===== src/rtl/id_hazard_stall_ctrl_if.sv =====
// Hazard-controller bundle between the ID/EX/MEM pipeline and the stall unit.
// master: pipeline side (drives hazard inputs, reads stall/flush controls).
// slave : stall controller (reads hazard inputs, drives controls/counters).
interface id_hazard_stall_ctrl_if #(
    parameter int CNT_W = 16
);
    logic             id_is_branch;
    logic             id_is_jr;
    logic             id_use_rs;
    logic             id_use_rt;
    logic [4:0]       id_rs;
    logic [4:0]       id_rt;
    logic [4:0]       ex_rw;
    logic             ex_regwrite;
    logic             ex_memread;
    logic [4:0]       mem_rw;
    logic             mem_regwrite;
    logic             mem_memread;
    logic             id_br_taken;
    logic             id_jump;
    logic             pc_write;
    logic             if_id_write;
    logic             id_ex_bubble;
    logic             if_id_flush;
    logic [CNT_W-1:0] stall_cnt;
    logic [CNT_W-1:0] flush_cnt;

    modport master (
        output id_is_branch, id_is_jr, id_use_rs, id_use_rt,
        output id_rs, id_rt,
        output ex_rw, ex_regwrite, ex_memread,
        output mem_rw, mem_regwrite, mem_memread,
        output id_br_taken, id_jump,
        input  pc_write, if_id_write, id_ex_bubble, if_id_flush,
        input  stall_cnt, flush_cnt
    );

    modport slave (
        input  id_is_branch, id_is_jr, id_use_rs, id_use_rt,
        input  id_rs, id_rt,
        input  ex_rw, ex_regwrite, ex_memread,
        input  mem_rw, mem_regwrite, mem_memread,
        input  id_br_taken, id_jump,
        output pc_write, if_id_write, id_ex_bubble, if_id_flush,
        output stall_cnt, flush_cnt
    );
endinterface


===== src/rtl/id_hazard_stall_ctrl.sv =====
// ID-stage hazard/stall controller: load-use and branch-operand stalls,
// IF/ID flush on taken branch/jump, saturating stall/flush perf counters.
// Ports: clk, reset (async, active-high), hz (slave side of the bundle):
//   in : id_* decode info, ex_*/mem_* destination info, id_br_taken, id_jump
//   out: pc_write, if_id_write, id_ex_bubble, if_id_flush, stall_cnt, flush_cnt
module id_hazard_stall_ctrl #(
    parameter int CNT_W       = 16,
    parameter bit LOAD_USE_EN = 1'b1
) (
    input logic                   clk,
    input logic                   reset,
    id_hazard_stall_ctrl_if.slave hz
);
    typedef enum logic {
        RUN    = 1'b0,
        STALL2 = 1'b1
    } state_t;

    state_t           r_state;
    state_t           w_state_nxt;
    logic [CNT_W-1:0] r_stall_cnt;
    logic [CNT_W-1:0] r_flush_cnt;

    logic w_brsrc;
    logic w_hit_ex;
    logic w_hit_mem;
    logic w_need2;
    logic w_need1;
    logic w_stall;
    logic w_flush;

    assign w_brsrc = hz.id_is_branch | hz.id_is_jr;

    assign w_hit_ex = hz.ex_regwrite && (hz.ex_rw != 5'd0) &&
                      ((hz.id_use_rs && (hz.id_rs == hz.ex_rw)) ||
                       (hz.id_use_rt && (hz.id_rt == hz.ex_rw)));

    assign w_hit_mem = hz.mem_regwrite && (hz.mem_rw != 5'd0) &&
                       ((hz.id_use_rs && (hz.id_rs == hz.mem_rw)) ||
                        (hz.id_use_rt && (hz.id_rt == hz.mem_rw)));

    // Load in EX feeding an ID compare needs the load to reach WB-forward
    // range, two cycles away; everything else resolves in one.
    assign w_need2 = w_brsrc && w_hit_ex && hz.ex_memread;

    assign w_need1 = (w_brsrc && w_hit_ex && !hz.ex_memread) ||
                     (w_brsrc && w_hit_mem && hz.mem_memread) ||
                     (LOAD_USE_EN && !w_brsrc && w_hit_ex && hz.ex_memread);

    always_ff @(posedge clk or posedge reset) begin
        if (reset) begin
            r_state <= RUN;
        end else begin
            r_state <= w_state_nxt;
        end
    end

    always_comb begin
        w_state_nxt = r_state;
        w_stall     = 1'b0;
        unique case (r_state)
            RUN: begin
                w_stall = w_need2 | w_need1;
                if (w_need2) begin
                    w_state_nxt = STALL2;
                end
            end
            STALL2: begin
                // Second cycle is committed; hazard inputs not re-checked.
                w_stall     = 1'b1;
                w_state_nxt = RUN;
            end
            default: begin
                w_state_nxt = RUN;
            end
        endcase
        // Reset forces the controls inactive regardless of live inputs.
        if (reset) begin
            w_stall = 1'b0;
        end
    end

    // Stall wins over flush: branch outcome is not valid while stalling.
    assign w_flush = !reset && !w_stall &&
                     (hz.id_jump | (hz.id_is_branch & hz.id_br_taken));

    assign hz.pc_write     = ~w_stall;
    assign hz.if_id_write  = ~w_stall;
    assign hz.id_ex_bubble = w_stall;
    assign hz.if_id_flush  = w_flush;

    always_ff @(posedge clk or posedge reset) begin
        if (reset) begin
            r_stall_cnt <= '0;
            r_flush_cnt <= '0;
        end else begin
            if (w_stall && (r_stall_cnt != {CNT_W{1'b1}})) begin
                r_stall_cnt <= r_stall_cnt + 1'b1;
            end
            if (w_flush && (r_flush_cnt != {CNT_W{1'b1}})) begin
                r_flush_cnt <= r_flush_cnt + 1'b1;
            end
        end
    end

    assign hz.stall_cnt = r_stall_cnt;
    assign hz.flush_cnt = r_flush_cnt;
endmodule


===== src/flat_wrapper.sv =====
// flat-port wrapper written by rule: the top's interface ports become plain ports
module id_hazard_stall_ctrl_flat 
#(
    parameter int CNT_W       = 16,
    parameter bit LOAD_USE_EN = 1'b1
)
  (clk, reset, hz_id_is_branch, hz_id_is_jr, hz_id_use_rs, hz_id_use_rt, hz_id_rs, hz_id_rt, hz_ex_rw, hz_ex_regwrite, hz_ex_memread, hz_mem_rw, hz_mem_regwrite, hz_mem_memread, hz_id_br_taken, hz_id_jump, hz_pc_write, hz_if_id_write, hz_id_ex_bubble, hz_if_id_flush, hz_stall_cnt, hz_flush_cnt);
  id_hazard_stall_ctrl_if #(.CNT_W(CNT_W)) hz_i ();
  input logic clk;
  input logic reset;
  input wire logic [$bits(hz_i.id_is_branch)-1:0] hz_id_is_branch;
  input wire logic [$bits(hz_i.id_is_jr)-1:0] hz_id_is_jr;
  input wire logic [$bits(hz_i.id_use_rs)-1:0] hz_id_use_rs;
  input wire logic [$bits(hz_i.id_use_rt)-1:0] hz_id_use_rt;
  input wire logic [$bits(hz_i.id_rs)-1:0] hz_id_rs;
  input wire logic [$bits(hz_i.id_rt)-1:0] hz_id_rt;
  input wire logic [$bits(hz_i.ex_rw)-1:0] hz_ex_rw;
  input wire logic [$bits(hz_i.ex_regwrite)-1:0] hz_ex_regwrite;
  input wire logic [$bits(hz_i.ex_memread)-1:0] hz_ex_memread;
  input wire logic [$bits(hz_i.mem_rw)-1:0] hz_mem_rw;
  input wire logic [$bits(hz_i.mem_regwrite)-1:0] hz_mem_regwrite;
  input wire logic [$bits(hz_i.mem_memread)-1:0] hz_mem_memread;
  input wire logic [$bits(hz_i.id_br_taken)-1:0] hz_id_br_taken;
  input wire logic [$bits(hz_i.id_jump)-1:0] hz_id_jump;
  output wire logic [$bits(hz_i.pc_write)-1:0] hz_pc_write;
  output wire logic [$bits(hz_i.if_id_write)-1:0] hz_if_id_write;
  output wire logic [$bits(hz_i.id_ex_bubble)-1:0] hz_id_ex_bubble;
  output wire logic [$bits(hz_i.if_id_flush)-1:0] hz_if_id_flush;
  output wire logic [$bits(hz_i.stall_cnt)-1:0] hz_stall_cnt;
  output wire logic [$bits(hz_i.flush_cnt)-1:0] hz_flush_cnt;
  assign hz_i.id_is_branch = hz_id_is_branch;
  assign hz_i.id_is_jr = hz_id_is_jr;
  assign hz_i.id_use_rs = hz_id_use_rs;
  assign hz_i.id_use_rt = hz_id_use_rt;
  assign hz_i.id_rs = hz_id_rs;
  assign hz_i.id_rt = hz_id_rt;
  assign hz_i.ex_rw = hz_ex_rw;
  assign hz_i.ex_regwrite = hz_ex_regwrite;
  assign hz_i.ex_memread = hz_ex_memread;
  assign hz_i.mem_rw = hz_mem_rw;
  assign hz_i.mem_regwrite = hz_mem_regwrite;
  assign hz_i.mem_memread = hz_mem_memread;
  assign hz_i.id_br_taken = hz_id_br_taken;
  assign hz_i.id_jump = hz_id_jump;
  assign hz_pc_write = hz_i.pc_write;
  assign hz_if_id_write = hz_i.if_id_write;
  assign hz_id_ex_bubble = hz_i.id_ex_bubble;
  assign hz_if_id_flush = hz_i.if_id_flush;
  assign hz_stall_cnt = hz_i.stall_cnt;
  assign hz_flush_cnt = hz_i.flush_cnt;
  id_hazard_stall_ctrl #(.CNT_W(CNT_W), .LOAD_USE_EN(LOAD_USE_EN)) u_core (.clk(clk), .reset(reset), .hz(hz_i));
endmodule

===== config.mk =====
export PLATFORM = sky130hd
export DESIGN_NAME = id_hazard_stall_ctrl_flat
export DESIGN_NICKNAME = d
export VERILOG_FILES = /design/src/rtl/id_hazard_stall_ctrl_if.sv /design/src/rtl/id_hazard_stall_ctrl.sv /design/src/flat_wrapper.sv
export SDC_FILE = /design/constraint.sdc
export NUM_CORES = 1
export LEC_CHECK = 0
export CORE_ASPECT_RATIO = 0.5
export CORE_UTILIZATION = 25
export CTS_CLUSTER_DIAMETER = 80
export CTS_CLUSTER_SIZE = 40
export DETAILED_ROUTE_END_ITERATION = 7
export HOLD_SLACK_MARGIN = 0.15
export MAX_ROUTING_LAYER = met4
export PLACE_DENSITY = 0.52
export SYNTH_ARGS = -nofsm -noshare
export SYNTH_HDL_FRONTEND = slang
export SYNTH_SLANG_ARGS = --single-unit
export TNS_END_PERCENT = 20

===== constraint.sdc =====
create_clock -name clk -period 5.8 [get_ports clk]
set_input_delay 1.16 -clock clk [delete_from_list [all_inputs] [get_ports clk]]
set_output_delay 1.16 -clock clk [all_outputs]
set_load 0.03 [all_outputs]

Word-level counts from Yosys, hierarchy flattened --
Cells that the tools add are included.
Operators by class: add/sub/neg operators 2, bitwise logic cells 6, multiplexer cells 4, equal/unequal tests 6, reduce and logical (&&, ||, !) cells 29
Operators with widths (count):
- $add A16 B1 Y16 const B | 2
- $ne A16 B16 Y1 const B | 2
- $eq A5 B5 Y1 | 4
- $logic_and A1 B1 Y1 | 19
- $reduce_bool A5 Y1 | 2
- $logic_not A1 Y1 | 4
- $logic_or A1 B1 Y1 | 4
- $pmux W1 S2 | 2
- $or A1 B1 Y1 | 3
- $mux W1 | 2
- $not A1 Y1 | 2
- $and A1 B1 Y1 | 1
Storage, ports and cells: output and inout port bits 36, register bits after elaboration 33, input bits 32

Longest topological paths before layout --
Gate-level depths: netlist (run 1).
depth in word-level cells 15, gate-level depth with buffers 7

Least setup slack after synthesis (run 1) --
OpenSTA, ideal clock, no wires.
kind input to output, start input hz_id_rs[2], end output hz_id_ex_bubble, stages 7, path buffers 1, path slack 1.786 ns, data arrival time 2.854 ns, path through xor2_1 > nor4_1 > a32oi_1 > o221ai_4 > buf_2 > nand2_1 > inv_1
On the way: cells in the longest elaborated chain, start to end 11, elaborated cells between the ends (all ways) 20, classes of those cells 2 x eq/ne; 2 x mux; 1 x bitwise; 15 x reduce/logical
RTL lines:
- start, declared | line flat_wrapper.sv:15 | input wire logic [$bits(hz_i.id_rs)-1:0] hz_id_rs;
- $eq A5 B5 Y1 (on tied branches) | line id_hazard_stall_ctrl.sv:35, id_hazard_stall_ctrl.sv:39
- $logic_and A1 B1 Y1 (on tied branches) | line id_hazard_stall_ctrl.sv:35, id_hazard_stall_ctrl.sv:39
- $logic_or A1 B1 Y1 (on tied branches) | line id_hazard_stall_ctrl.sv:35, id_hazard_stall_ctrl.sv:39
- $logic_and A1 B1 Y1 (on tied branches) | line id_hazard_stall_ctrl.sv:34, id_hazard_stall_ctrl.sv:38
- $logic_and A1 B1 Y1 (on tied branches) | line id_hazard_stall_ctrl.sv:44, id_hazard_stall_ctrl.sv:46, id_hazard_stall_ctrl.sv:47
- $logic_and A1 B1 Y1 (on tied branches) | line id_hazard_stall_ctrl.sv:46, id_hazard_stall_ctrl.sv:47
- $logic_or A1 B1 Y1 | line id_hazard_stall_ctrl.sv:46 | assign w_need1 = (w_brsrc && w_hit_ex && !hz.ex_memread) ||
- $logic_or A1 B1 Y1 | line id_hazard_stall_ctrl.sv:47 | (w_brsrc && w_hit_mem && hz.mem_memread) ||
- $or A1 B1 Y1 (*) | line id_hazard_stall_ctrl.sv:63 | w_stall = w_need2 | w_need1;
- $pmux W1 S2 (*) | line id_hazard_stall_ctrl.sv:61 | unique case (r_state)
- $mux W1 (*) | line id_hazard_stall_ctrl.sv:78 | if (reset) begin
- end, declared | line flat_wrapper.sv:27 | output wire logic [$bits(hz_i.id_ex_bubble)-1:0] hz_id_ex_bubble;
Every way passes the cells marked *; elsewhere a longest branch is shown, timed or not.

Final worst setup path (run 1) --
start input hz_ex_rw[0], end output hz_if_id_flush
On the way: cells in the longest elaborated chain, start to end 14, elaborated cells between the ends (all ways) 21, classes of those cells 2 x eq/ne; 2 x mux; 1 x bitwise; 16 x reduce/logical
RTL lines:
- start, declared | line flat_wrapper.sv:17 | input wire logic [$bits(hz_i.ex_rw)-1:0] hz_ex_rw;
- $eq A5 B5 Y1 (on tied branches) | line id_hazard_stall_ctrl.sv:35, id_hazard_stall_ctrl.sv:36
- $logic_and A1 B1 Y1 (on tied branches) | line id_hazard_stall_ctrl.sv:35, id_hazard_stall_ctrl.sv:36
- $logic_or A1 B1 Y1 | line id_hazard_stall_ctrl.sv:35 | ((hz.id_use_rs && (hz.id_rs == hz.ex_rw)) ||
- $logic_and A1 B1 Y1 (*) | line id_hazard_stall_ctrl.sv:34 | assign w_hit_ex = hz.ex_regwrite && (hz.ex_rw != 5'd0) &&
- $logic_and A1 B1 Y1 | line id_hazard_stall_ctrl.sv:44, id_hazard_stall_ctrl.sv:46
- $logic_and A1 B1 Y1 | line id_hazard_stall_ctrl.sv:46
- $logic_or A1 B1 Y1 | line id_hazard_stall_ctrl.sv:46
- $logic_or A1 B1 Y1 | line id_hazard_stall_ctrl.sv:47
- $or A1 B1 Y1 (*) | line id_hazard_stall_ctrl.sv:63
- $pmux W1 S2 (*) | line id_hazard_stall_ctrl.sv:61
- $mux W1 (*) | line id_hazard_stall_ctrl.sv:78
- $logic_not A1 Y1 (*) | line id_hazard_stall_ctrl.sv:84 | assign w_flush = !reset && !w_stall &&
- $logic_and A1 B1 Y1 (*) (2 in a row) | line id_hazard_stall_ctrl.sv:84
- end, declared | line flat_wrapper.sv:28 | output wire logic [$bits(hz_i.if_id_flush)-1:0] hz_if_id_flush;
Marks and branches as above.

==> results.md, run 1 <==
* Status: finished, final reports clean
* Final hold vios at 0
* Synthesized instance count at about 190
* Crit-path max cell delay at between 0.6 and 0.7 ns
* Tcrit/Tclk final at a little over four fifths
* Critical Path RT at 4.64 ns
* Register area share after synthesis at 41.1%
* Tmin final at 4.85 ns
* DRT iter0 DRCs at 27
* Chip Width at around 130 um
* Crit path top cell by count: clkdlybuf4s50_1
* Most frequent cells in the layout: 67 x clkdlybuf4s50_1, 33 x dfrtp_1, 29 x xor2_1
* Crit path capture type: output port
* Starting Density at 26.6%
* Post-synth EDFFs at 0
* Grt total ovfl at 0
* Final ANT Viol Nets at 0
* Syn Area/Cell at 10.6 um^2
* Root Buffer: clkbuf_16
* Actual slew at the worst max-slew pin at slightly below 1 ns
* WL met2 at 2270 um
* Post-synthesis cell area at 2010 um^2
* Number of top-level pins at 68
* Area grow syn2layout at 47.9%
* # fillers at 770
* Worst-Skew Late Latency at 0.27 ns
* MaxCap Viol Count at 0
* Worst setup path class: input port to output port
* DRT Wirelength at 4940 um
* Num CTS Buffers at 5
* Max VDD drop at 156 uV
* Final net count at 294
* Core Region at 7540 um^2
* Via count at 1657
* CTS resizes at 0
* Total track usage at 13.0%
* Vias per inst at 4.49
* PwrDens at 282 nW/um^2
* Post-synthesis async set-or-reset flop share at 100%
* Dpl hpwl at between 3000 and 4000 um
* Buf/Inv on CP at 3
* Leakage at around 0.0012 uW
* CTS Hold Bufs at 0
* Pins over their slew limit at 0
* Antenna diodes at 0
* Critical path's top delay family: buffers and inverters
* Largest net degree at the start of global routing at 34
* Synthesis Warnings at 0
* Relative slew slack at 33.8%
* FF+latch count, synth at 33
* Top post-synthesis cells by area: dfrtp_1 41%, xor2_1 13%, xnor2_1 9.2%
* Num rows at 22
* RSZ-0062 raised after global routing: false
* F_max at 0.206 GHz
* Worst Path Arrival at roughly 3.7 ns
* WHS at 0.497 ns
* Initial antenna violation count at 0
* Share of the synthesized area in the top cell type at 41.1%
* Setup bufs post-CTS at 0
* H-tree depth reported by CTS at 2
* Clock Sinks at 33
* Vias in the first global route at 1660
* Slowest cell on the critical path: clkdlybuf4s50_1
* WL met3 at ~180 um
* CP Launch Type: input port
* Distinct cells, synth at 36
* Setup_tns at 0 ns
* Drt drc at 0
* Avg WL per Cell at 13.4 um
* Mapped Nets at 223
* M1 WL at 2460 um
* Commonest non-fill, non-tap cell in the layout: clkdlybuf4s50_1
* Cell taking the most area after synthesis: dfrtp_1
* Drt first pass iters at 4
* Die area at 8410 um^2
* Share of cells above drive strength 1 at 9.58%
* Dominant synthesized flop cell: dfrtp_1
* IO buf count at 67
* HP Class: register to register
* Routability cong. at 0.720
* Clock Skews at about 0.0044 ns
* Worst-path clk slew at 0.05 ns
* Crit-path cells: clkdlybuf4s50_1, or4_1, o21ai_2, o21bai_4, o221ai_4, buf_4, nor2_1, clkdlybuf4s50_1
* Die H at 65.4 um
* Max clock buf depth at 2
* Crit path max fanout at 25
* Max Used Layer: met4
* Global-route wire length before repair at around 8300 um
* Count of endpoints failing setup in the final report at 0
* CTS tree: built
-- state kept, by name (all words and copies together), names as in the netlist --
| name | flops |
|---|---|
| u_core.hz.flush_cnt | 16 |
| u_core.r_state | 1 |
| u_core.hz.stall_cnt | 16 |
-- synthesized netlist by cell type (all sizes together), types with 2 or more instances --
cell type / n
and4: 5
or4: 2
buf: 4
and3: 9
mux2: 2
or2: 2
nor4: 12
and2: 4
nor2: 8
a32oi: 2
inv: 5
a21oi: 2
nand4: 10
nor3: 3
nand2: 6
nand3: 17
xnor2: 21
dfrtp: 33
ha: 2
xor2: 29
-- through the flow --
step,setup WS (ns),area [um^2],cells,util [%],total power [uW]
final,0.952,2970,369,39.4,836
after global routing,0.847,2970,369,39.4,878
after CTS,0.936,2970,369,39.4,848
after detailed placement,0.958,2800,361,37.1,533
after global placement,0.950,2800,361,37.1,531
after floorplan,1.79,2010,189,-,425
-- power breakdown --
part / switching, uW / internal [uW] / total, uW
sequential: 37.5 / 260 / 297
clock: 95.0 / 215 / 310
combinational: 120 / 109 / 229
total: 252 / 583 / 836
-- kinds of logic after synthesis --
| kind of cell | synth area share, % |
|---|---|
| simple gates | 26.4 |
| xor+xnor | 21.8 |
| flops | 41.1 |
| compound gates | 5.74 |
| buf+inv | 2.49 |
| mux | 1.12 |
| fa+ha+maj | 1.25 |
-- cell type report --
type | count | area, um^2 | area share, %
Timing Repair Buffer | 69 | 686 | 23.1
Clock inverter | 1 | 30.0 | 1.01
Multi-Input combinational cell | 146 | 1130 | 38.1
Clock buffer | 7 | 143 | 4.80
Inverter | 5 | 18.8 | 0.632
Sequential cell | 33 | 826 | 27.8
Tap cell | 108 | 135 | 4.55
-- worst paths after layout --
kind / startpoint / to / slack, ns / cells after the start
setup reg to reg: u_core.hz.stall_cnt[0]$_DFFE_PP0P_ / u_core.hz.stall_cnt[1]$_DFFE_PP0P_ / 3.46 / 6
hold / removal: u_core.hz.stall_cnt[7]$_DFFE_PP0P_ / u_core.hz.stall_cnt[7]$_DFFE_PP0P_ / 0.50 / 1
max in group asynchronous: reset / u_core.hz.stall_cnt[7]$_DFFE_PP0P_ / 4.05 / 3
min in group asynchronous: reset / u_core.hz.flush_cnt[13]$_DFFE_PP0P_ / 1.44 / 3
hold reg to reg: u_core.hz.stall_cnt[7]$_DFFE_PP0P_ / u_core.hz.stall_cnt[7]$_DFFE_PP0P_ / 0.50 / 1
setup / recovery: hz_ex_rw[0] / hz_if_id_flush / 0.95 / 8
-- routing by layer --
layer	global-route usage (%)	vias to the layer above
met1	17.3	804
met3	2.04	2
met2	20.7	29
met4	3.53	0
met5	-	-
li1	-	822
(Power assumes the default switching activity.)
==> inputs of run 2 (changes only) <==
- clock period: 5.8 -> 5.1 ns (I/O delays scaled with it)
==> run 2 against run 1 <==
  * Final cell count rose by 0.27%
  * Clock skew fell by 0.0029 ns
  * First-iteration DRC count fell by 22%
  * Non-clock buffer count rose by 1
  * Flip-flop and latch count did not move
  * Via count rose by 0.84%
  * Utilization fell by 0.099 points
  * Critical path depth did not move
  * Sequential share of layout area rose by 0.071 points
  * Hold slack got worse by 0.0033 ns
  * Setup slack got worse by 0.27 ns
  * Sequential power rose by 14%
  * Highest routed layer unchanged
==> results.md, run 2 (synthesized netlist as in run 1, its figures left out) <==
* Status: finished, final reports clean
* Pins over their slew limit at 0
* Crit path capture type: output port
* PwrDens at 311 nW/um^2
* Tcrit/Tclk final at 86.6%
* Chip Width at ~130 um
* Global-route wire length before repair at roughly 8500 um
* F_max at 0.226 GHz
* Die area at 8410 um^2
* Area grow syn2layout at 47.6%
* Tmin final at between 4 and 5 ns
* Final hold vios at 0
* Largest net degree at the start of global routing at 34
* Antenna diodes at 0
* WL met2 at 2370 um
* Die H at 65.4 um
* CTS Hold Bufs at 0
* Worst reg2reg path startpoint: u_core.hz.stall_cnt[0]$_DFFE_PP0P_
* Commonest non-fill, non-tap cell in the layout: clkdlybuf4s50_1
* Logic pwr share at 28.8%
* DRT Wirelength at 5070 um
* Clock Sinks at 33
* Dpl cells at 362
* Share of cells above drive strength 1 at 10.3%
* Count of endpoints failing setup in the final report at 0
* M1 WL at 2470 um
* CTS resizes at 0
* Worst Path Arrival at 3.40 ns
* Vias per inst at 4.52
* Clock Power Share at 34.2%
* Setup_tns at 0 ns
* Vias in the first global route at 1720
* Net Sw Frac at 31.8%
* WL met3 at 199 um
* CTS tree: built
* Critical path endpoint: hz_id_ex_bubble
* Leakage at around 0.0012 uW
* Worst-path clk slew at approximately 0.050 ns
* Num CTS Buffers at 5
* Max VDD drop at 121 uV
* Max clock buf depth at 2
* Grt total ovfl at 0
* Drt first pass iters at 4
* Most frequent cells in the layout: 67 x clkdlybuf4s50_1, 33 x dfrtp_1, 29 x xor2_1
* Actual slew at the worst max-slew pin at 1.03 ns
* Min-Delay Path Depth at 1
* Drt drc at 0
* Non-filler instance count after layout at 370
* Final net count at 295
* Starting Density at 26.6%
* Clock Skews at between 0.0015 and 0.002 ns
* Root Buffer: clkbuf_16
* Sequential Power Share at 37.0%
* P_int at 627 uW
* Routability cong. at ~0.73
* Initial antenna violation count at 0
* RSZ-0062 raised after global routing: false
* Switching power at slightly below 300 uW
* HP Class: register to register
* Critical Path RT at between 4 and 5 ns
* Setup bufs post-CTS at 0
* Via count at ~1700
* DRT iter0 DRCs at 21
* IO buf count at 67
* Worst R2R Path Depth at 6
* Number of top-level pins at 68
* Flop2flop setup slack at roughly 2.7 ns
* Worst-Skew Late Latency at 0.27 ns
* Total track usage at 13.3%
* Relative slew slack at a little under a third
* CP startpoint: hz_mem_rw[2]
* Post-layout util at 39.3%
* MaxCap Viol Count at 0
* # fillers at a little under 800
* Avg WL per Cell at 13.7 um
* Core Region at 7540 um^2
* Max Used Layer: met4
* H-tree depth reported by CTS at 2
* Worst setup path class: input port to output port
* Final ANT Viol Nets at 0
* Crit path max fanout at 4
* R2r endpoint: u_core.hz.stall_cnt[1]$_DFFE_PP0P_
* Dpl hpwl at roughly 3800 um
* Num rows at 22
* CP Launch Type: input port
==> run 2: per-layer routing <==
| metal | vias to the layer above | track usage [%] |
|---|---|---|
| li1 | 829 | - |
| met1 | 806 | 16.8 |
| met2 | 32 | 21.4 |
| met3 | 4 | 2.77 |
| met4 | 0 | 4.56 |
| met5 | - | - |
==> run 2: area by class of cell <==
class                   instances  area (um^2)  area share [%]
multi-input cells             146         1130            38.2
flip-flops and latches         33          826            27.9
repair buffers                 70          693            23.4
clock buffers                   7          153            5.15
well taps                     108          135            4.56
inverters                       5         18.8           0.634
clock inverters                 1         5.00           0.169
==> run 2: metrics by stage <==
step | hold WS (ns) | setup slack [ns] | cell area, um^2 | power (uW)
after floorplan | 0.527 | 1.37 | 2010 | 483
after global routing | 0.512 | 0.524 | 2960 | 968
after CTS | 0.499 | 0.662 | 2960 | 933
final | 0.494 | 0.685 | 2960 | 920
after detailed placement | 0.485 | 0.673 | 2800 | 610
after global placement | 0.477 | 0.664 | 2800 | 605
==> run 2: how the worst min path moves through the flow <==
stage	startpoint	to	slack (ns)
floorplan	u_core.r_state$_DFF_PP0_	u_core.r_state$_DFF_PP0_	0.53
global placement	u_core.hz.stall_cnt[7]$_DFFE_PP0P_	u_core.hz.stall_cnt[7]$_DFFE_PP0P_	0.48
detailed placement	u_core.hz.stall_cnt[11]$_DFFE_PP0P_	u_core.hz.stall_cnt[11]$_DFFE_PP0P_	0.48
CTS	u_core.hz.stall_cnt[11]$_DFFE_PP0P_	u_core.hz.stall_cnt[11]$_DFFE_PP0P_	0.50
global route	u_core.hz.flush_cnt[11]$_DFFE_PP0P_	u_core.hz.flush_cnt[11]$_DFFE_PP0P_	0.51
finish	u_core.hz.stall_cnt[11]$_DFFE_PP0P_	u_core.hz.stall_cnt[11]$_DFFE_PP0P_	0.49
==> run 2: worst max-delay path: stages <==
cell	delay, ns
clkdlybuf4s50_1	0.48
xor2_1	0.17
nor4_1	0.32
a32oi_1	0.24
o221ai_4	0.29
nand2_1	0.14
inv_1	0.07
clkdlybuf4s50_1	0.66
==> run 2: power by group through the flow <==
stage / clock [uW] / combinational, uW / sequential, uW
4_1_cts: 326 / 268 / 340
5_1_grt: 338 / 284 / 346
2_1_floorplan: 0 / 82.7 / 401
3_3_place_gp: 0 / 263 / 342
3_5_place_dp: 0 / 267 / 344
6_report: 315 / 265 / 340
==> inputs of run 3 (changes only) <==
- CORE_ASPECT_RATIO: 0.5 -> 0.75
- clock period: 5.1 -> 4.9 ns (I/O delays scaled with it)
==> run 3 against run 2 <==
  * Via count decreased by 0.36%
  * Non-clock buffer count increased by 1
  * Critical path type unchanged
  * Power decreased by 8.9%
  * Setup slack got worse by 0.23 ns
  * Utilization decreased by 1.1 points
  * Highest routed layer unchanged
  * Largest power group unchanged
  * Count of clock-buffer cells in the layout decreased by 2
  * Combinational power increased by 5%
  * Global-route usage increased by 0.30 points
==> results.md, run 3 (synthesized netlist as in run 1, its figures left out) <==
* H-tree depth reported by CTS at 2
* Worst setup path class: input port to output port
* Via count at 1665
* Routability cong. at 0.893
* Clock Sinks at 33
* Antenna diodes at 0
* HP Start: u_core.hz.stall_cnt[11]$_DFFE_PP0P_
* Relative slew slack at 59.2%
* Worst-Skew Late Latency at roughly 0.29 ns
* CP startpoint: hz_ex_rw[0]
* Core Region at 7570 um^2
* PwrDens at 290 nW/um^2
* Setup_tns at 0 ns
* Starting Density at a little over a quarter
* Clock Skews at between 0.007 and 0.008 ns
* DRT Wirelength at between 5000 and 6000 um
* Root Buffer: clkbuf_8
* Setup bufs post-CTS at 0
* Worst R2R Path Depth at 6
* Crit path top cell by count: clkdlybuf4s50_1
* Placed Area at between 2000 and 3000 um^2
* Commonest non-fill, non-tap cell in the layout: clkdlybuf4s50_1
* Crit-path cells: clkdlybuf4s50_1, or4_1, o21ai_2, o21bai_4, o221ai_4, buf_4, nor2_1, clkdlybuf4s50_1
* R2r endpoint: u_core.hz.flush_cnt[1]$_DFFE_PP0P_
* Total track usage at a little over an eighth
* Final instance area at 2890 um^2
* Vias in the first global route at around 1600
* Worst reg2reg path startpoint: u_core.hz.flush_cnt[4]$_DFFE_PP0P_
* Num rows at 27
* Final ANT Viol Nets at 0
* Die area at 8390 um^2
* Status: finished, final reports clean
* Most frequent cells in the layout: 67 x clkdlybuf4s50_1, 33 x dfrtp_1, 29 x xor2_1
* RSZ-0062 raised after global routing: false
* Vias per inst at 4.57
* Crit-path max cell delay at 0.67 ns
* Hold EP: u_core.hz.stall_cnt[11]$_DFFE_PP0P_
* CTS Hold Bufs at 0
* Max clock buf depth at 2
* Tmin final at between 4 and 5 ns
* Drt drc at 0
* Num CTS Buffers at 5
* Final net count at 296
* Chip Width at approximately 110 um
* F_max at 0.225 GHz
* Crit path max fanout at 12
* Worst-path clk slew at 0.08 ns
* Slowest cell on the critical path: clkdlybuf4s50_1
* IO buf count at between 60 and 70
* Global-route wire length before repair at 8530 um
* CTS tree: built
* Max VDD drop at 196 uV
* Min-Delay Path Depth at 1
* Critical Path RT at 3.92 ns
* DRT iter0 DRCs at 49
* Leakage at 0.00118 uW
* Grt total ovfl at 0
* Count of endpoints failing setup in the final report at 0
* CTS resizes at 0
* Area grow syn2layout at 44.0%
* Drt first pass iters at 4
* Tcrit/Tclk final at 90.8%
* MaxCap Viol Count at 0
* Crit path capture type: output port
* Share of cells above drive strength 1 at 10.6%
* HP Class: register to register
* Number of top-level pins at 68
* Largest net degree at the start of global routing at 34
* Flop2flop setup slack at about 2.6 ns
* CP Launch Type: input port
* # fillers at just under 800
* Pins over their slew limit at 0
* Dpl hpwl at around 4100 um
* Final hold vios at 0
* Die H at around 80 um
* Worst Path Arrival at 3.47 ns
* Actual slew at the worst max-slew pin at 0.611 ns
* Initial antenna violation count at 0
* Avg WL per Cell at 14.3 um
run 3: cell count changes in the layout (fill, tap and decap cells not counted):
| cell | delta |
|---|---|
| clkbuf_16 | -5 |
| clkbuf_8 | +3 |
| buf_4 | +1 |
| clkinv_2 | +1 |
| clkinvlp_4 | +1 |
run 3: layer usage:
layer	global-route usage, %	part of all wire [%]	vias to the layer above
met2	17.8	39	44
li1	-	-	834
met3	2.45	3.7	5
met1	20.5	56	782
met5	-	0	-
met4	4.65	1.0	0
run 3: power breakdown:
group | total [uW] | switching [uW] | internal (uW)
logic | 279 | 148 | 130
clock network | 205 | 107 | 98.1
registers | 355 | 47.9 | 307
run 3: worst max-delay path by stage:
stage / endpoint / slack (ns) / cells after the start
floorplan: hz_id_ex_bubble / 1.25 / 7
global placement: hz_if_id_flush / 0.48 / 8
detailed placement: hz_if_id_flush / 0.45 / 8
CTS: hz_if_id_flush / 0.45 / 8
global route: hz_if_id_flush / 0.34 / 8
finish: hz_if_id_flush / 0.45 / 8
run 3: worst max-delay path: cells and delay by family:
kind            cells  cell delay, ns
buf+inv             3            1.35
simple gates        2            0.68
compound gates      3            0.44
run 3: stage by stage:
stage / utilization, % / instances / worst slack [ns] / total power [uW] / hold WS (ns)
after floorplan: - / 189 / 1.25 / 503 / 0.527
after global placement: 37.0 / 356 / 0.477 / 640 / 0.474
after detailed placement: 37.0 / 356 / 0.453 / 640 / 0.481
after CTS: 38.2 / 364 / 0.451 / 850 / 0.492
after global routing: 38.2 / 364 / 0.336 / 887 / 0.515
final: 38.2 / 364 / 0.451 / 838 / 0.486
run 3: layout make-up:
type	instances	area, um^2	share of cell area (%)
clock buffers	5	68.8	2.38
clock inverters	3	17.5	0.606
inverters	5	18.8	0.650
multi-input cells	146	1130	39.2
flip-flops and latches	33	826	28.6
well taps	101	126	4.37
repair buffers	71	701	24.3
